[config.mk]
export PLATFORM = sky130hd
export DESIGN_NAME = mem_req_sequencer
export DESIGN_NICKNAME = d
export VERILOG_FILES = /design/src/rtl/mem_req_sequencer_pkg.sv /design/src/rtl/mem_req_sequencer_fifo.sv /design/src/rtl/mem_req_sequencer.sv
export SDC_FILE = /design/constraint.sdc
export NUM_CORES = 1
export LEC_CHECK = 0
export ABC_AREA = 0
export BUFFER_PORTS_ARGS = -buffer_cell sky130_fd_sc_hd__buf_4
export CORE_MARGIN = 3
export CORE_UTILIZATION = 55
export CTS_CLUSTER_DIAMETER = 30
export DETAILED_ROUTE_END_ITERATION = 6
export HOLD_SLACK_MARGIN = 0.1
export PLACE_DENSITY = 0.78
export RECOVER_POWER = 50
export SYNTH_ARGS = -nofsm -noshare
export SYNTH_HDL_FRONTEND = slang
export SYNTH_SLANG_ARGS = --single-unit
[constraint.sdc]
create_clock -name clk -period 2.26 [get_ports clk]
set_input_delay 0 -clock clk [delete_from_list [all_inputs] [get_ports clk]]
set_output_delay 0 -clock clk [all_outputs]
set_load 0.02 [all_outputs]
[src/rtl/mem_req_sequencer_pkg.sv]
// Shared widths, request record and sequencer state encoding for mem_req_sequencer.
package mem_pkg;

    localparam int ADDR_W = 5;
    localparam int DATA_W = 8;

    typedef struct packed {
        logic              write;
        logic [ADDR_W-1:0] addr;
        logic [DATA_W-1:0] wdata;
    } mem_req_t;

    typedef enum logic [2:0] {
        IDLE,
        ISSUE,
        WAIT,
        RESP,
        GAP,
        VFY_ISSUE,
        VFY_WAIT
    } mem_seq_state_e;

endpackage

[src/rtl/mem_req_sequencer_fifo.sv]
// Request queue for mem_req_sequencer: synchronous FIFO of mem_req_t with extra-bit pointers.
module mem_req_fifo import mem_pkg::*; #(
    parameter int FIFO_DEPTH = 4
) (
    input  logic     clk,
    input  logic     rst_n,
    input  logic     i_push,
    input  mem_req_t i_data,
    input  logic     i_pop,
    output mem_req_t o_data,
    output logic     o_full,
    output logic     o_empty
);

    localparam int PTR_W = $clog2(FIFO_DEPTH);

    mem_req_t         r_mem [FIFO_DEPTH];
    logic [PTR_W:0]   r_wr_ptr;
    logic [PTR_W:0]   r_rd_ptr;
    logic             w_do_push;
    logic             w_do_pop;

    // Same index with differing wrap bits means the writer has lapped the reader.
    assign o_empty   = (r_wr_ptr == r_rd_ptr);
    assign o_full    = (r_wr_ptr[PTR_W] != r_rd_ptr[PTR_W]) &&
                       (r_wr_ptr[PTR_W-1:0] == r_rd_ptr[PTR_W-1:0]);
    assign o_data    = r_mem[r_rd_ptr[PTR_W-1:0]];
    assign w_do_push = i_push && !o_full;
    assign w_do_pop  = i_pop && !o_empty;

    always_ff @(posedge clk or negedge rst_n) begin
        if (!rst_n) begin
            r_wr_ptr <= '0;
            r_rd_ptr <= '0;
        end else begin
            if (w_do_push) r_wr_ptr <= r_wr_ptr + (PTR_W+1)'(1);
            if (w_do_pop)  r_rd_ptr <= r_rd_ptr + (PTR_W+1)'(1);
        end
    end

    always_ff @(posedge clk) begin
        if (w_do_push) r_mem[r_wr_ptr[PTR_W-1:0]] <= i_data;
    end

endmodule

[src/rtl/mem_req_sequencer.sv]
// Queued read/write master for the 32x8 memory; MEM_REQ_WRITE_VERIFY_EN adds a read-back check after each write.
// state     | meaning
// IDLE      | pop next request when the queue is non-empty
// ISSUE     | one-cycle read or write strobe
// WAIT      | memory registers read data; reads capture it at cycle end
// RESP      | hold response until rsp_ready
// GAP       | one-cycle bus turnaround
// VFY_ISSUE | read strobe of the address just written
// VFY_WAIT  | compare read-back against written data
module mem_req_sequencer #(
    parameter int ADDR_W     = mem_pkg::ADDR_W,
    parameter int DATA_W     = mem_pkg::DATA_W,
    parameter int FIFO_DEPTH = 4
) (
    input  logic              clk,
    input  logic              rst_n,
    input  logic              req_valid,
    output logic              req_ready,
    input  logic              req_write,
    input  logic [ADDR_W-1:0] req_addr,
    input  logic [DATA_W-1:0] req_wdata,
    output logic              rsp_valid,
    input  logic              rsp_ready,
    output logic [ADDR_W-1:0] rsp_addr,
    output logic [DATA_W-1:0] rsp_rdata,
    output logic              read,
    output logic              write,
    output logic [ADDR_W-1:0] addr,
    output logic [DATA_W-1:0] data_in,
    input  logic [DATA_W-1:0] data_out,
    output logic              busy,
    output logic              err_mismatch,
    output logic [ADDR_W-1:0] err_addr
);
    import mem_pkg::*;

    mem_seq_state_e    r_state;
    mem_seq_state_e    w_state_next;
    mem_req_t          w_req_in;
    mem_req_t          w_head;
    logic              w_push;
    logic              w_pop;
    logic              w_full;
    logic              w_empty;
    logic              r_op_write;
    logic [ADDR_W-1:0] r_addr;
    logic [DATA_W-1:0] r_wdata;
    logic [ADDR_W-1:0] r_rsp_addr;
    logic [DATA_W-1:0] r_rsp_rdata;
`ifdef MEM_REQ_WRITE_VERIFY_EN
    logic              r_vfy_pend;
    logic              r_err;
    logic [ADDR_W-1:0] r_err_addr;
`endif

    assign w_req_in = '{write: req_write, addr: req_addr, wdata: req_wdata};
    assign w_push   = req_valid && !w_full;
    assign w_pop    = (r_state == IDLE) && !w_empty;

    mem_req_fifo #(
        .FIFO_DEPTH (FIFO_DEPTH)
    ) u_fifo (
        .clk     (clk),
        .rst_n   (rst_n),
        .i_push  (w_push),
        .i_data  (w_req_in),
        .i_pop   (w_pop),
        .o_data  (w_head),
        .o_full  (w_full),
        .o_empty (w_empty)
    );

    always_comb begin
        w_state_next = r_state;
        case (r_state)
            IDLE:      if (!w_empty) w_state_next = ISSUE;
            ISSUE:     w_state_next = WAIT;
            WAIT:      w_state_next = r_op_write ? GAP : RESP;
            RESP:      if (rsp_ready) w_state_next = GAP;
`ifdef MEM_REQ_WRITE_VERIFY_EN
            GAP:       w_state_next = r_vfy_pend ? VFY_ISSUE : IDLE;
            VFY_ISSUE: w_state_next = VFY_WAIT;
            VFY_WAIT:  w_state_next = GAP;
`else
            GAP:       w_state_next = IDLE;
`endif
            default:   w_state_next = IDLE;
        endcase
    end

    always_ff @(posedge clk or negedge rst_n) begin
        if (!rst_n) begin
            r_state     <= IDLE;
            r_op_write  <= 1'b0;
            r_addr      <= '0;
            r_wdata     <= '0;
            r_rsp_addr  <= '0;
            r_rsp_rdata <= '0;
        end else begin
            r_state <= w_state_next;
            if (w_pop) begin
                r_op_write <= w_head.write;
                r_addr     <= w_head.addr;
                r_wdata    <= w_head.wdata;
            end
            if (r_state == WAIT && !r_op_write) begin
                r_rsp_addr  <= r_addr;
                r_rsp_rdata <= data_out;
            end
        end
    end

`ifdef MEM_REQ_WRITE_VERIFY_EN
    // The pending flag separates the post-write GAP from the post-verify GAP.
    always_ff @(posedge clk or negedge rst_n) begin
        if (!rst_n) begin
            r_vfy_pend <= 1'b0;
            r_err      <= 1'b0;
            r_err_addr <= '0;
        end else begin
            if (w_pop)                r_vfy_pend <= w_head.write;
            else if (r_state == GAP)  r_vfy_pend <= 1'b0;
            if (r_state == VFY_WAIT && data_out != r_wdata && !r_err) begin
                r_err      <= 1'b1;
                r_err_addr <= r_addr;
            end
        end
    end

    assign read         = (r_state == ISSUE && !r_op_write) || (r_state == VFY_ISSUE);
    assign err_mismatch = r_err;
    assign err_addr     = r_err_addr;
`else
    assign read         = (r_state == ISSUE) && !r_op_write;
    assign err_mismatch = 1'b0;
    assign err_addr     = '0;
`endif

    assign write     = (r_state == ISSUE) && r_op_write;
    assign addr      = r_addr;
    assign data_in   = r_wdata;
    assign req_ready = !w_full;
    assign rsp_valid = (r_state == RESP);
    assign rsp_addr  = r_rsp_addr;
    assign rsp_rdata = r_rsp_rdata;
    assign busy      = (r_state != IDLE) || !w_empty;

endmodule

Yosys cells after proc, flatten, opt, wreduce, memory -nomap -nowiden
Memory sizes are Yosys's and may differ from the RTL's. A register that Yosys moved wholly into a read port is not among the register bits.
Cells that the tools add are included.

cells by class
  reductions and logical operators = 16
  eq/ne operators = 8
  add/sub/neg operators = 2
  muxes and demuxes = 6

operators by type and width
  cell                                                                   count
  3-bit case mux with 4 select lines                                     1
  3-bit 2-to-1 mux                                                       3
  1-bit logical AND                                                      8
  3-bit by 1-bit adder with 3-bit output, second input constant          2
  3-bit by 2-bit equality test with 1-bit output, second input constant  2
  1-bit logical NOT                                                      4
  3-bit by 1-bit equality test with 1-bit output, second input constant  1
  3-bit equality test                                                    1
  3-bit logical NOT                                                      1
  3-bit nonzero test                                                     1
  2-bit equality test                                                    1
  1-bit 2-to-1 mux                                                       2
  2-bit by 1-bit != test with 1-bit output, second input constant        1
  2-bit != test, second input constant                                   1
  2-bit AND reduction                                                    1
  1-bit logical OR                                                       1
  1-bit != test                                                          1

storage, ports and cells
  output and inout bits = 37
  bits in writable memories = 56
  word-level logic and storage cells = 38
  memories = 1
  register bits after elaboration = 22

memory list
  memory        words  width  read ports  clocked after Yosys merged registers in  write ports  line                          source
  u_fifo.r_mem  4      14     1           1                                        1            mem_req_sequencer_fifo.sv:17  mem_req_t r_mem [FIFO_DEPTH];

Logic depth before layout (Yosys ltp)
Gate-level depths: netlist of run 1.

  word-level depth = 7
  mapped depth = 6
  gate-level depth less buffers = 3

Cells and area by module
Synthesis of run 1 repeated with hierarchy kept, for this count alone.

unflattened totals
  cell total of the unflattened synthesis = 209
  area total of the unflattened synthesis = 3794.9 sq um

by module, submodules not included
  module             cells an instance  times used  area each (sq um)
  mem_req_fifo       122                1           2498.6
  mem_req_sequencer  87                 1           1296.2

Worst setup path before layout of run 1
Ideal clock, no wire load.

  path type = flip-flop to flip-flop
  start point = register u_fifo.r_rd_ptr[1]
  end point = memory u_fifo.r_mem[0][0] in the netlist's numbering (enable)
  data arrival time = 1.460 ns
  setup time = 0.366 ns
  cell stages (with the launch flop) = 5
  slack = 0.434 ns
  path buffers = 1
  cells stage by stage = dfrtp_1 -> buf_2 -> xor2_1 -> o31a_1 -> and2_1

on the way
  cells in the longest elaborated chain, start to end = 7

ends and longest elaborated chain
  what                                        line                                                   source
  start, declared                             mem_req_sequencer_fifo.sv:19                           logic [PTR_W:0] r_rd_ptr;
  start signal, assigned                      mem_req_sequencer_fifo.sv:37                           if (w_do_pop) r_rd_ptr <= r_rd_ptr + (PTR_W+1)'(1);
  2-bit equality test (*)                     mem_req_sequencer_fifo.sv:26                           (r_wr_ptr[PTR_W-1:0] == r_rd_ptr[PTR_W-1:0]);
  1-bit logical AND (*)                       mem_req_sequencer_fifo.sv:25                           assign o_full = (r_wr_ptr[PTR_W] != r_rd_ptr[PTR_W]) &&
  1-bit logical NOT (*)                       mem_req_sequencer_fifo.sv:28, mem_req_sequencer.sv:57
  1-bit logical AND                           mem_req_sequencer.sv:57                                assign w_push = req_valid && !w_full;
  1-bit logical AND (*)                       mem_req_sequencer_fifo.sv:28                           assign w_do_push = i_push && !o_full;
  1-bit 2-to-1 mux (*)                        mem_req_sequencer_fifo.sv:42                           if (w_do_push) r_mem[r_wr_ptr[PTR_W-1:0]] <= i_data;
  1-bit 2-to-1 mux (implied by the code) (*)  mem_req_sequencer_fifo.sv:42
  end, declared                               mem_req_sequencer_fifo.sv:17

Every way passes the cells marked *; elsewhere a longest branch is shown, timed or not.

Worst setup path after layout of run 1
  start point = register r_state[0]
  end point = output busy

on the way
  cells in the longest elaborated chain, start to end = 2

ends and longest elaborated chain
  what                    line                      source
  start, declared         mem_req_sequencer.sv:37   mem_seq_state_e r_state;
  start signal, assigned  mem_req_sequencer.sv:100  r_state <= w_state_next;
  3-bit nonzero test      mem_req_sequencer.sv:146  assign busy = (r_state != IDLE) || !w_empty;
  1-bit logical OR        mem_req_sequencer.sv:146
  end, declared           mem_req_sequencer.sv:31   output logic busy,

Every way passes these cells.

==> Implementation_results.wiki, run 1 <==
{| class="wikitable"
! Metric !! Value
|-
| Worst EP required || 2.26 ns
|-
| Initial cell density of the core || 57.6%
|-
| Start of the worst register-to-register path || u_fifo.r_wr_ptr[1]
|-
| Clock Pin Slew Worst Setup and Hold Paths || 0.08 ns
|-
| First-pass GRT wire length || 10400 um
|-
| Final core utilization || 69.8%
|-
| Worst hold slack after final layout || 0.120 ns
|-
| Headroom to the max-slew limit || 39.3%
|-
| Die ar. || 7780 um2
|-
| Hold-fix buffers, CTS || 24
|-
| Number of antenna cells inserted || 0
|-
| Number of nets with antenna violations after routing || 0
|-
| Number of maximum-capacitance violations || 0
|-
| Detail-routed net length per standard cell || 17.9 um
|-
| # setup viols final || 0
|-
| Slowest stage cell, crit path || sky130_fd_sc_hd__or4b_2
|-
| Setup repair after global routing missed its margin || no
|-
| Peak fanout along the critical path || 7
|-
| Power Density || 1400 nW/um2
|-
| FF/Latch Area || 2580 um2
|-
| Library cell with the largest summed area after synthesis || sky130_fd_sc_hd__edfxtp_1
|-
| Buffers on Ports || 56
|-
| First element of the critical path || r_state[0]
|-
| TritonCTS buffer count || 9
|-
| Delay of the slowest cell on the worst path || 0.64 ns
|-
| Proportion of synthesized flip-flops having asynchronous set or reset || 39.1%
|-
| H-tree Lvls || 3
|-
| Power after layout || 6320 uW
|-
| Number of synthesized flops with an enable pin || 56
|-
| Area share of the largest cell type after synthesis || 45.2%
|-
| Leading cell type in the layout, fill and taps excluded || sky130_fd_sc_hd__edfxtp_1
|-
| Result of the run || complete, no violations
|-
| Vias in the first global route || 2102
|-
| End of the worst register-to-register path || u_fifo.r_mem[1][12]
|-
| Final Net Count || 312
|-
| DRC Markers || 0
|-
| Type of the most critical hold path || in -> reg
|-
| Leakage power of the design || 0.00176 uW
|-
| Clock Tree Buf Depth || 2
|-
| Fill cell instance count of the final layout || 451
|-
| Largest net degree at the start of global routing || 37
|-
| Number of cells produced by synthesis || 189
|-
| Height of the chip || 88.2 um
|-
| Layout area overhead || 21.2%
|-
| Number of gates given a new drive strength after cts || 0
|-
| Most used cells in the layout excluding fill and tap cells || sky130_fd_sc_hd__edfxtp_1, sky130_fd_sc_hd__dfrtp_1, sky130_fd_sc_hd__buf_4
|-
| Summed negative setup slack over all endpoints || 0 ns
|-
| Placeable core region || 6460 um2
|-
| Number of slew-limit violations in the final report || 0
|-
| Number of detailed-routing iterations run before antenna repair || 6
|-
| Flip-flop and latch count after synthesis || 92
|-
| Main area contributors after synthesis || sky130_fd_sc_hd__edfxtp_1, sky130_fd_sc_hd__dfrtp_1, sky130_fd_sc_hd__mux2_2
|-
| Sequential fraction of the synthesis area || 69.5%
|-
| Via/cell ratio || 5.33
|-
| Placement Cell Area || 4210 um2
|-
| Root Buffer || sky130_fd_sc_hd__clkbuf_8
|-
| Arrival time of data at the critical path endpoint || 1.91 ns
|-
| Setup bufs post-CTS || 0
|-
| Clock network latency to the later pin of the worst-skew pair || 0.34 ns
|-
| Total Routed Length || 6490 um
|-
| Synth Flop Type || sky130_fd_sc_hd__edfxtp_1
|-
| Setup clock skew after layout || 0.0103 ns
|-
| Placer's final routability congestion estimate || 0.788
|-
| Total non-filler cell area in the finished layout || 4510 um2
|-
| Die width || 88.2 um
|-
| Total I/O pin count || 63
|-
| Final critical-path required period || 1.91 ns
|-
| Pin slew with the least headroom to its limit || 0.910 ns
|-
| Kind of critical path || reg -> out
|-
| Distinct cell type count of the synthesized netlist || 33
|-
| CTS tree || built
|-
| Area of the multi-input gates || 1030 um2
|-
| Worst VDD drop || 0.554 mV
|-
| Total track usage || 18.5%
|-
| Final cycle utilization of the critical path || 84.6%
|-
| Clock sink total || 92
|-
| Count of final hold-check violations || 0
|-
| Initial antenna violation count || 0
|-
| Syn. warnings || 0
|-
| Drt initial violations || 47
|-
| Element type at the critical path start || register
|-
| Sequence of cells on the critical path || nor3_4, or4b_2, buf_4
|-
| Netlist Area Pre-Place || 3720 um2
|-
| Post-synthesis area per instance || 19.7 um2
|-
| Routed via count || 1933
|-
| Number of cells on the worst reg-to-reg path || 4
|-
| Type of element capturing the critical path || primary output
|-
| Congestion Overflow GR || 0
|-
| Post-DP HPWL || 4170 um
|-
| Placement Rows || 29
|-
| FF-to-FF setup slack || 0.47 ns
|-
| Capturing element of the worst setup path || busy
|-
| Fraction of final layout cells sized beyond drive strength 1 || 32.2%
|-
| Achievable Freq || 523 MHz
|}
worst max-delay path, delay by kind of cell (launching register included):
family | cells | cell delay (ns)
and+or+nand+nor | 2 | 0.90
DFF | 1 | 0.48
buffers and inverters | 1 | 0.19
power breakdown:
group | switching (uW) | internal [uW]
sequential | 328 | 2390
clock | 515 | 426
combinational | 1330 | 1340
total | 2170 | 4150
per-stage QoR:
| step | std cells | worst slack [ns] |
|---|---|---|
| finish | 363 | 0.347 |
| global route | 363 | 0.254 |
| CTS | 363 | 0.331 |
| detailed placement | 323 | 0.501 |
| global placement | 323 | 0.574 |
| floorplan | 194 | 0.434 |
registers in the layout (all words and copies together) (netlist names):
signal,count
addr,5
u_fifo.r_mem,56
data_in,8
u_fifo.r_rd_ptr,3
rsp_addr,5
r_op_write,1
r_state,3
u_fifo.r_wr_ptr,3
rsp_rdata,8
worst min-delay path by stage:
stage | slack [ns] | endpoint | start | cells after the start
after floorplan | -0.30 | addr[0] | rst_n | 0
after global placement | -0.01 | r_state[1] | rst_n | 1
after detailed placement | -0.01 | r_state[1] | rst_n | 1
after CTS | 0.10 | u_fifo.r_wr_ptr[0] | req_valid | 3
after global routing | 0.12 | u_fifo.r_wr_ptr[0] | req_valid | 3
final | 0.12 | u_fifo.r_wr_ptr[0] | req_valid | 3
kinds of logic after synthesis:
family,share of synthesized area [%]
mux,18.9
other cells,0.101
compound gates,1.45
simple gates,2.89
xor+xnor,2.09
flops,69.5
fa+ha+maj,1.68
buf+inv,3.37
layout make-up:
class,count,share of cell area (%)
sequential,92,57.3
tap,77,2.14
clock inverter,3,0.333
inverter,3,0.250
clock buffer,13,3.30
timing repair buffer,90,13.9
multi-input combinational,85,22.8
routing by layer:
layer / share of wire [%] / up-vias / global-route usage (%)
met4: 1.6 / 0 / 9.20
met1: 44 / 969 / 24.3
met5: 0 / - / 0
li1: - / 896 / -
met3: 4.3 / 10 / 3.26
met2: 50 / 58 / 30.1
cells in the mapped netlist, types with 2 or more instances:
| cell | instances |
|---|---|
| sky130_fd_sc_hd__and2_1 | 3 |
| sky130_fd_sc_hd__buf_2 | 2 |
| sky130_fd_sc_hd__buf_4 | 7 |
| sky130_fd_sc_hd__buf_6 | 2 |
| sky130_fd_sc_hd__dfrtp_1 | 36 |
| sky130_fd_sc_hd__edfxtp_1 | 56 |
| sky130_fd_sc_hd__ha_1 | 5 |
| sky130_fd_sc_hd__inv_1 | 3 |
| sky130_fd_sc_hd__mux2_2 | 20 |
| sky130_fd_sc_hd__mux2_4 | 9 |
| sky130_fd_sc_hd__mux4_1 | 5 |
| sky130_fd_sc_hd__mux4_2 | 9 |
| sky130_fd_sc_hd__nor2_1 | 4 |
| sky130_fd_sc_hd__o311a_1 | 2 |
| sky130_fd_sc_hd__o31a_1 | 3 |
| sky130_fd_sc_hd__xnor2_1 | 2 |
| sky130_fd_sc_hd__xor2_1 | 5 |
Power figures use the tool's default switching activity.
==> run 2: changes to the inputs <==
--- a/config.mk
+++ b/config.mk
@@ -5,14 +5,14 @@
 export SDC_FILE = /design/constraint.sdc
 export NUM_CORES = 1
 export LEC_CHECK = 0
-export ABC_AREA = 0
+export ABC_AREA = 1
 export BUFFER_PORTS_ARGS = -buffer_cell sky130_fd_sc_hd__buf_4
 export CORE_MARGIN = 3
-export CORE_UTILIZATION = 55
+export CORE_UTILIZATION = 56
 export CTS_CLUSTER_DIAMETER = 30
 export DETAILED_ROUTE_END_ITERATION = 6
 export HOLD_SLACK_MARGIN = 0.1
-export PLACE_DENSITY = 0.78
+export PLACE_DENSITY = 0.79
 export RECOVER_POWER = 50
 export SYNTH_ARGS = -nofsm -noshare
 export SYNTH_HDL_FRONTEND = slang
==> constraint.sdc (replaced) <==
create_clock -name clk -period 1.8 [get_ports clk]
set_input_delay 0 -clock clk [delete_from_list [all_inputs] [get_ports clk]]
set_output_delay 0 -clock clk [all_outputs]
set_load 0.02 [all_outputs]
==> Implementation_results.wiki, run 2 <==
{| class="wikitable"
! Metric !! Value
|-
| # setup viols final || 0 (unchanged)
|-
| Family with the most delay on the worst path || simple AND/OR/NAND/NOR gates
|-
| Pin slew with the least headroom to its limit || 0.871 ns (-0.0391 ns)
|-
| First-pass GRT wire length || 12900 um (+24%)
|-
| DRC Markers || 0 (unchanged)
|-
| Summed negative setup slack over all endpoints || 0 ns (unchanged)
|-
| Leading cell type in the layout, fill and taps excluded || sky130_fd_sc_hd__nand2_1
|-
| Detail-routed net length per standard cell || 12.8 um (-29%)
|-
| TritonCTS buffer count || 9 (unchanged)
|-
| Drt initial violations || 218 (+360%)
|-
| Internal power consumption || 4660 uW (+12%)
|-
| GRT met3 Usage || 3.67% (+0.41 points)
|-
| Achievable Freq || 587 MHz
|-
| Main area contributors after synthesis || sky130_fd_sc_hd__edfxtp_1, sky130_fd_sc_hd__dfrtp_1, sky130_fd_sc_hd__nand2_1
|-
| Clock sink total || 92 (unchanged)
|-
| Routed via count || 2896 (+50%)
|-
| Slowest stage cell, crit path || sky130_fd_sc_hd__dfrtp_1
|-
| Count of final hold-check violations || 0 (unchanged)
|-
| Grt met2 use || 30.9% (+0.83 points)
|-
| Height of the chip || 90.6 um (+2.7%)
|-
| Total track usage || 19.9% (+1.4 points)
|-
| Number of antenna cells inserted || 0 (unchanged)
|-
| Type of element capturing the critical path || register
|-
| H-tree Lvls || 3 (unchanged)
|-
| Peak fanout along the critical path || 14 (+7)
|-
| Fraction of power spent switching nets || 41.3% (+6.9 points)
|-
| Clock power share || 15.8% (+0.9 points)
|-
| Final core utilization || 70.2% (+0.40 points)
|-
| Library cell with the largest summed area after synthesis || sky130_fd_sc_hd__edfxtp_1
|-
| Worst EP required || 1.85 ns (-0.41 ns)
|-
| Count leader, synth || sky130_fd_sc_hd__nand2_1
|-
| Delay of the slowest cell on the worst path || 0.43 ns (-0.21 ns)
|-
| CP most frequent cell || sky130_fd_sc_hd__nand2_1
|-
| Via/cell ratio || 4.83 (-9.2%)
|-
| Power Density || 1650 nW/um2 (+17%)
|-
| Result of the run || complete, no violations
|-
| Worst VDD drop || 0.714 mV (+29%)
|-
| Switch Pwr || 3280 uW (+51%)
|-
| Die width || 90.6 um (+2.7%)
|-
| Met1 track utilization from global routing || 27.0% (+2.8 points)
|-
| Total I/O pin count || 63 (unchanged)
|-
| Number of nets with antenna violations after routing || 0 (unchanged)
|-
| Sequence of cells on the critical path || inv_1, nand2_1, nand2_1, inv_2, nand3_2, nand2_1, nor2_1, buf_4
|-
| Synth Flop Type || sky130_fd_sc_hd__edfxtp_1
|-
| Syn. warnings || 0 (unchanged)
|-
| Number of slew-limit violations in the final report || 0 (unchanged)
|-
| CTS tree || built
|-
| Number of cells produced by synthesis || 414 (+120%)
|-
| Number of flip-flops in the largest register || 56 (unchanged)
|-
| Kind of critical path || reg -> reg
|-
| Congestion Overflow GR || 0 (unchanged)
|-
| Final cycle utilization of the critical path || 94.7%
|-
| Clock Pin Slew Worst Setup and Hold Paths || 0.08 ns (about the same)
|-
| Arrival time of data at the critical path endpoint || 1.75 ns (-0.16 ns)
|-
| Vias in the first global route || 2783 (+32%)
|-
| Placeable core region || 6870 um2 (+6.4%)
|-
| Flip-flop and latch count after synthesis || 92 (unchanged)
|-
| Sequential fraction of the synthesis area || 64.5% (-5.0 points)
|-
| Final critical-path required period || 1.70 ns
|-
| Clock Tree Buf Depth || 2 (unchanged)
|-
| Setup clock skew after layout || 0.00848 ns (-0.00184 ns)
|-
| Top post-synthesis cells by count || sky130_fd_sc_hd__nand2_1, sky130_fd_sc_hd__edfxtp_1, sky130_fd_sc_hd__inv_1, sky130_fd_sc_hd__nor2_1, sky130_fd_sc_hd__dfrtp_1
|-
| Initial antenna violation count || 0 (unchanged)
|-
| Clock network latency to the later pin of the worst-skew pair || 0.36 ns (+0.02 ns)
|-
| Layout area overhead || 20.4%
|-
| Number of cells on the worst reg-to-reg path || 8 (+4)
|-
| Placement Rows || 30 (+3.4%)
|-
| Setup bufs post-CTS || 0 (unchanged)
|-
| Most used cells in the layout excluding fill and tap cells || sky130_fd_sc_hd__nand2_1, sky130_fd_sc_hd__edfxtp_1, sky130_fd_sc_hd__nor2_1, sky130_fd_sc_hd__inv_1, sky130_fd_sc_hd__dfrtp_1
|-
| Sequential share of power || 41.1% (-1.8 points)
|-
| Distinct cell type count of the synthesized netlist || 24 (-27%)
|-
| Headroom to the max-slew limit || 41.9% (+2.6 points)
|-
| Fill cell instance count of the final layout || 522 (+16%)
|-
| Root Buffer || sky130_fd_sc_hd__clkbuf_8
|-
| Element type at the critical path start || register
|-
| Initial cell density of the core || 58.3% (+0.73 points)
|-
| Proportion of synthesized flip-flops having asynchronous set or reset || 39.1% (unchanged)
|-
| Crit path buf inv count || 3 (+2)
|-
| Buffers on Ports || 56 (unchanged)
|-
| First element of the critical path || u_fifo.r_wr_ptr[1]
|-
| Global routing's busiest layer || met2
|-
| Placer's final routability congestion estimate || 0.827 (+5.0%)
|-
| Final Net Count || 529 (+70%)
|-
| Setup repair after global routing missed its margin || no
|-
| Leakage power of the design || 0.00229 uW (+30%)
|-
| Type of the most critical hold path || in -> async
|-
| Total number of cells along the worst setup path || 8 (+5)
|-
| Area share of the largest cell type after synthesis || 42.0% (-3.2 points)
|-
| Total Routed Length || 7640 um (+18%)
|-
| Post-synthesis area per instance || 9.67 um2 (-51%)
|-
| Number of detailed-routing iterations run before antenna repair || 5 (-1)
|-
| Relative contribution of combinational cells to total power || 43.0% (+0.8 points)
|-
| Largest net degree at the start of global routing || 45 (+22%)
|-
| Fraction of final layout cells sized beyond drive strength 1 || 12.3% (-20 points)
|-
| Start of the worst register-to-register path || u_fifo.r_wr_ptr[1]
|-
| Die ar. || 8200 um2 (+5.4%)
|-
| Number of maximum-capacitance violations || 0 (unchanged)
|-
| Netlist Area Pre-Place || 4000 um2 (+7.7%)
|-
| Number of synthesized flops with an enable pin || 56 (unchanged)
|-
| Post-DP HPWL || 5160 um (+24%)
|}
==> run 2: per-stage QoR <==
step	hold slack, ns	area [um2]	total power (uW)	std cells	setup slack (ns)
after floorplan	-0.296	4020	5760	419	-0.207
after global placement	-0.0213	4490	6670	558	0.186
after detailed placement	-0.0199	4490	6800	558	0.113
after CTS	0.137	4920	8100	599	0.0961
after global routing	0.363	4820	8590	599	0.00248
final	0.285	4820	7950	599	0.0955
==> run 2: cell type report <==
class	instances	area [um2]	share of cell area (%)
Clock buffer	12	156	3.24
Tap cell	96	120	2.49
Timing Repair Buffer	89	634	13.2
Sequential cell	92	2580	53.6
Multi-Input combinational cell	265	1150	23.8
Clock inverter	4	23.8	0.493
Inverter	41	156	3.24
==> run 2: cell families (layout without fill, tap and decap cells) <==
group           after synthesis  in the layout  synth area share, %
simple gates                238            238                 24.3
flops                        92             92                 64.5
buf+inv                      62            146                 7.34
compound gates               14             14                 1.78
fa+ha+maj                     5              5                 1.56
xor+xnor                      2              2                0.438
other cells                   1              6               0.0937
==> run 2: path summary, 6_finish.rpt <==
| kind | endpoint | slack, ns |
|---|---|---|
| min in group clk | rsp_rdata[5] | 0.47 |
| worst min-delay path | r_state[2] | 0.28 |
| worst max-delay path | u_fifo.r_mem[1][0] | 0.1 |
| max in group asynchronous | u_fifo.r_wr_ptr[0] | 0.92 |
| worst min register to register | data_in[2] | 0.48 |
| worst max register to register | u_fifo.r_mem[1][0] | 0.1 |
==> run 2: power groups by stage <==
stage	combinational, uW	clock [uW]	sequential [uW]
global route	3880	1370	3350
global placement	3390	0	3280
CTS	3550	1290	3270
finish	3420	1260	3270
detailed placement	3480	0	3310
floorplan	2180	0	3580
==> run 2: repair_timing <==
action / 4_1_cts / 5_1_grt
hold buffers: 25 / 0
endpoints found under the hold margin: 106 / 0
resized for setup: 0 / 3
setup endpoints to repair: 0 / 56
==> run 2: metal layers <==
layer  vias to the layer above  part of all wire (%)
li1                       1458                     -
met1                      1320                    46
met2                       101                    45
met3                        17                   6.8
met4                         0                   1.9
met5                         -                     0
==> run 2: worst register-to-register path: stages (launching register included) <==
cell,delay (ns)
sky130_fd_sc_hd__dfrtp_1,0.43
sky130_fd_sc_hd__inv_1,0.12
sky130_fd_sc_hd__nand2_1,0.06
sky130_fd_sc_hd__nand2_1,0.09
sky130_fd_sc_hd__inv_2,0.06
sky130_fd_sc_hd__nand3_2,0.09
sky130_fd_sc_hd__nand2_1,0.17
sky130_fd_sc_hd__nor2_1,0.14
sky130_fd_sc_hd__buf_4,0.24
